$ cat config.mk
export PLATFORM = sky130hd
export DESIGN_NAME = share_decoder
export DESIGN_NICKNAME = d
export VERILOG_FILES = /design/src/rtl/share_pkg.sv /design/src/rtl/share_fifo.sv /design/src/rtl/share_decoder.sv
export SDC_FILE = /design/constraint.sdc
export NUM_CORES = 1
export LEC_CHECK = 0
export ABC_AREA = 1
export BUFFER_PORTS_ARGS = -buffer_cell sky130_fd_sc_hd__buf_2
export CORE_UTILIZATION = 50
export CTS_BUF_LIST = sky130_fd_sc_hd__clkbuf_16
export DETAILED_ROUTE_END_ITERATION = 10
export PLACE_DENSITY = 0.73
export REMOVE_ABC_BUFFERS = 1
export SLEW_MARGIN = 20
export SYNTH_ARGS = -nofsm -noshare
export SYNTH_HDL_FRONTEND = slang
export SYNTH_SLANG_ARGS = --single-unit
$ cat constraint.sdc
create_clock -name clk -period 3.7 [get_ports clk]
set_input_delay 0.185 -clock clk [delete_from_list [all_inputs] [get_ports clk]]
set_output_delay 0.185 -clock clk [all_outputs]
set_load 0.05 [all_outputs]
$ cat src/rtl/share_pkg.sv
// Shared constants for the share decoder: default geometry and delivered-word counter width.
package share_pkg;

  localparam int WIDTH_DEF = 8;
  localparam int DEPTH_DEF = 2;
  localparam int CNT_W     = 16;

  typedef logic [CNT_W-1:0] cnt_t;

endpackage

$ cat src/rtl/share_fifo.sv
// Registered DEPTH-entry buffer with occupancy count; head entry drives the output directly.
// SHARE_DECODER_ZEROIZE_EN clears an entry to zero as it is popped.
module share_fifo #(
  parameter int WIDTH = 8,
  parameter int DEPTH = 2
) (
  input  logic                   clk,
  input  logic                   rst_n,
  input  logic                   push,
  input  logic [WIDTH-1:0]       push_data,
  input  logic                   pop,
  output logic [WIDTH-1:0]       head_data,
  output logic [$clog2(DEPTH):0] count
);

  localparam int AW = $clog2(DEPTH);
  localparam logic [AW:0]   FULL    = (AW+1)'(DEPTH);
  localparam logic [AW-1:0] PTR_ONE = AW'(1);
  localparam logic [AW:0]   CNT_ONE = (AW+1)'(1);

  logic [WIDTH-1:0] mem_q [DEPTH];
  logic [WIDTH-1:0] mem_d [DEPTH];
  logic [AW-1:0]    wr_ptr_q, wr_ptr_d;
  logic [AW-1:0]    rd_ptr_q, rd_ptr_d;
  logic [AW:0]      count_q, count_d;
  logic             do_push, do_pop;

  assign do_pop    = pop && (count_q != '0);
  assign do_push   = push && ((count_q != FULL) || do_pop);
  assign head_data = mem_q[rd_ptr_q];
  assign count     = count_q;

  always_comb begin
    mem_d    = mem_q;
    wr_ptr_d = wr_ptr_q;
    rd_ptr_d = rd_ptr_q;
    count_d  = count_q;
    if (do_pop) begin
`ifdef SHARE_DECODER_ZEROIZE_EN
      mem_d[rd_ptr_q] = '0;
`endif
      rd_ptr_d = rd_ptr_q + PTR_ONE;
    end
    // Push after the pop clear so a full-buffer push/pop into the same slot keeps the new word.
    if (do_push) begin
      mem_d[wr_ptr_q] = push_data;
      wr_ptr_d        = wr_ptr_q + PTR_ONE;
    end
    if (do_push && !do_pop) begin
      count_d = count_q + CNT_ONE;
    end else if (!do_push && do_pop) begin
      count_d = count_q - CNT_ONE;
    end
  end

  always_ff @(posedge clk or negedge rst_n) begin
    if (!rst_n) begin
      mem_q    <= '{default: '0};
      wr_ptr_q <= '0;
      rd_ptr_q <= '0;
      count_q  <= '0;
    end else begin
      mem_q    <= mem_d;
      wr_ptr_q <= wr_ptr_d;
      rd_ptr_q <= rd_ptr_d;
      count_q  <= count_d;
    end
  end

endmodule

$ cat src/rtl/share_decoder.sv
// Two-share unmasking stage: shares registered separately, XORed into a small output buffer.
// SHARE_DECODER_ZEROIZE_EN clears stage-1 shares once they move on without a new accept.
module share_decoder
  import share_pkg::*;
#(
  parameter int WIDTH = WIDTH_DEF,
  parameter int DEPTH = DEPTH_DEF
) (
  input  logic             clk,
  input  logic             rst_n,
  input  logic             in_valid,
  output logic             in_ready,
  input  logic [WIDTH-1:0] s0,
  input  logic [WIDTH-1:0] s1,
  output logic             out_valid,
  input  logic             out_ready,
  output logic [WIDTH-1:0] out_data,
  output logic [CNT_W-1:0] word_cnt
);

  localparam int CW = $clog2(DEPTH) + 1;
  localparam logic [CW:0] DEPTH_W = (CW+1)'(DEPTH);

  logic [WIDTH-1:0] s0_q, s0_d;
  logic [WIDTH-1:0] s1_q, s1_d;
  logic             st1_vld_q, st1_vld_d;
  logic             rdy_en_q, rdy_en_d;
  cnt_t             word_cnt_q, word_cnt_d;
  logic [CW-1:0]    occ;
  logic [CW:0]      used;
  logic             accept, pop;

  // Stage 1 always drains next edge, so reserving its slot here guarantees the push has room.
  assign used      = {1'b0, occ} + {{CW{1'b0}}, st1_vld_q};
  assign in_ready  = rdy_en_q && (used < DEPTH_W);
  assign accept    = in_valid && in_ready;
  assign out_valid = (occ != '0);
  assign pop       = out_valid && out_ready;
  assign word_cnt  = word_cnt_q;

  always_comb begin
    s0_d       = s0_q;
    s1_d       = s1_q;
    st1_vld_d  = accept;
    rdy_en_d   = 1'b1;
    word_cnt_d = word_cnt_q + cnt_t'(pop);
`ifdef SHARE_DECODER_ZEROIZE_EN
    if (st1_vld_q && !accept) begin
      s0_d = '0;
      s1_d = '0;
    end
`endif
    if (accept) begin
      s0_d = s0;
      s1_d = s1;
    end
  end

  always_ff @(posedge clk or negedge rst_n) begin
    if (!rst_n) begin
      s0_q       <= '0;
      s1_q       <= '0;
      st1_vld_q  <= 1'b0;
      rdy_en_q   <= 1'b0;
      word_cnt_q <= '0;
    end else begin
      s0_q       <= s0_d;
      s1_q       <= s1_d;
      st1_vld_q  <= st1_vld_d;
      rdy_en_q   <= rdy_en_d;
      word_cnt_q <= word_cnt_d;
    end
  end

  share_fifo #(
    .WIDTH(WIDTH),
    .DEPTH(DEPTH)
  ) u_fifo (
    .clk      (clk),
    .rst_n    (rst_n),
    .push     (st1_vld_q),
    .push_data(s0_q ^ s1_q),
    .pop      (pop),
    .head_data(out_data),
    .count    (occ)
  );

endmodule

==> results.toml <==
[status]
status = "complete, no violations"

[sta]
slew_viol_final = 0
finalCriticalPeriod_ns = 1.88
setup_viol = 0
fin_crit_sh_pct = 50.9
fmax_mhz = 531
setup_tns_ns = 0
setup_ws_ns = 1.82
rsz0062_at_grt = "false"
fin_worst_skew_ns = 0.00491
hold_viol_final = 0

[global_routing]
overflow = 0
grt_pass1_wl_mm = 7.80
antenna_found_initial = 0
grt_max_degree = 35
grt_pass1_vias = 1750
grt_usage_pct = 19.3

[synth]
synth_compound_area_share_pct = 0.558
muxShareOfSynthArea_pct = 0
avgSynthCellArea_um2 = 8.62
ys_warn_count = 0
post_synth_xor_area_fraction_pct = 7.10
synth-simple-area-share_pct = 31.0
syn_inst = 286
netlist_area_um2 = 2470
synth_top_family_by_area = "simple AND/OR/NAND/NOR gates"
synth_seq_cells = 54
yosysSeqAreaShare_pct = 54.8
synthAdderAreaFrac_pct = 2.03
ys_types = 25

[power_and_ir_drop]
power_density_nw_per_um2 = 868
peakVddDrop_mv = 0.380
total_power_w = 0.00253
p_leak_nw = 1.63

[clock_network]
cts_tree = "done"
postCtsHoldBufs = 1
clock_latency_ns = 0.29
cts_inserted_buffers = 5
htreeDepth = 2
post_cts_resized = 0
clock_sinks = 54
clkTransAtPathRegs_ns = 0.07
clockBufferDepth = 2
root_buffer = "clkbuf_16"
cts_setup_buffers = 0

[layout]
utilization_pct = 61.7
multiInputGateArea_um2 = 1010
drive_gt1_share_pct = 19.0
area_growth_pct = 18.3
seqCellArea_um2 = 1350
num_antenna_cells = 0
fill_cells = 422
layout.nets = 359

[worst_setup_path]
cpMostUsedCell = "nand2_1"
critPathKind = "flop to flop"
cp_max_fo = 7
cpPeakStageDelay_ns = 0.41
cp.arrival_ns = 2.05
path_delay_family = "simple AND/OR/NAND/NOR gates"
required_ns = 3.87
start_kind = "flop"
crit_buf_inv = 2
crit_chain = "inv_2, nand2_1, nand2_1, inv_1, ha_1, ha_1, nand3_1, nor2_2, nand3_1, nand2_1, nand2_1"
worst-r2r-setup-slack_ns = 1.82
endpoint_kind = "flop"
crit_slowest_cell = "dfrtp_1"
rr_worst_depth = 11
path_depth = 11

[place]
place_ws_ns = 1.86
place_congestion = 0.801
hpwl_mm = 3.22
port_buffers = 45

[floorplan]
fp.dieH_um = 72.2
fp.dieW_um = 72.2
fp-row-count = 25
die_area_um2 = 5220
initial_core_util_pct = 52.2
core_um2 = 4720
io_pins = 46

[routing]
drt_iter0_drc = 132
drc = 0
firstDrtPassIters = 5
wl_mm = 4.63
ant_nets = 0
drt-vias-per-instance = 4.68
wl_per_cell_um = 11.5
num_vias = 1887

[min_path]
hold_class = "input pin to flop"
whs_path_depth = 3

[flow_run]
drv_cap = 0
metal layers:
layer	part of all wire (%)	GRT usage [%]
met2	49	32.3
met5	0	0
met1	47	25.8
met4	0.71	5.23
met3	3.1	3.89
tightest hold or removal path, stage by stage:
cell	delay [ns]
buf_2	0.07
nand2_1	0.04
nand2_1	0.04
cells in the final DEF, fill, tap and decap left out, types with 2 or more instances in the layout:
master and count:
nand2_1 137, dfrtp_1 54, buf_2 45, nand3_1 22, xor2_1 17, inv_1 13, nor2_1 13, clkbuf_16 5
nand2_2 4, ha_1 4, nand4_1 3, xnor2_1 3, nand2_4 2, clkinv_1 2
path summary, 6_finish.rpt:
kind                                                end                          from
setup / recovery                 word_cnt[14]$_DFF_PN0_   u_fifo.count[1]$_DFFE_PN0P_
hold / removal                      s1_q[0]$_DFFE_PN0P_                         s1[0]
setup reg to reg                 word_cnt[14]$_DFF_PN0_   u_fifo.count[1]$_DFFE_PN0P_
hold reg to reg            u_fifo.mem_q[13]$_DFFE_PN0P_  u_fifo.mem_q[13]$_DFFE_PN0P_
max in group asynchronous         word_cnt[6]$_DFF_PN0_                         rst_n
min in group asynchronous        word_cnt[13]$_DFF_PN0_                         rst_n
final cells by class:
class                   instances  area share (%)
clock buffers                   5            4.29
inverters                      16            2.23
flip-flops and latches         54            46.3
well taps                      67            2.87
multi-input cells             211            34.5
clock inverters                 3            1.42
repair buffers                 47            8.32
state kept, by name, indices dropped and copies added, names as in the netlist:
register and cells:
u_fifo.rd_ptr_q 1, word_cnt 16, u_fifo.count 2, st1_vld_q 1, s1_q 8, u_fifo.mem_q 16
u_fifo.wr_ptr_q 1, rdy_en_q 1, s0_q 8
power by group:
group / internal [W] / switching, W / leakage, nW
Sequential: 0.000816 / 0.000185 / 0.670
Combinational: 0.000282 / 0.000731 / 0.880
Clock: 0.000317 / 0.000201 / 0.0812
Total: 0.00141 / 0.00112 / 1.63
synthesized netlist by cell type (all sizes together):
master | count | area, µm²
ha | 4 | 50.1
nand4 | 3 | 18.8
conb | 1 | 3.75
xnor2 | 3 | 26.3
inv | 14 | 57.6
dfrtp | 54 | 1350
nor2 | 15 | 66.3
xor2 | 17 | 149
nand3 | 22 | 110
buf | 4 | 38.8
nand3b | 1 | 7.51
clkbuf | 1 | 3.75
clkinv | 2 | 7.51
o21ai | 2 | 13.8
nand2 | 143 | 562
cells by family after synthesis:
logic type	after synthesis
AOI/OAI and AO/OA	2
xor gates and xnor gates	20
adders and majority gates	4
buffers and inverters	21
DFF	54
other	1
and+or+nand+nor	184
per-stage QoR:
step                hold slack (ns)  instance area, µm²  cells
floorplan                    -0.111                2420    281
global placement              0.159                2740    394
detailed placement            0.168                2740    394
CTS                          0.0854                2920    403
global route                 0.0895                2920    403
finish                       0.0901                2920    403
(Power assumes the default switching activity.)
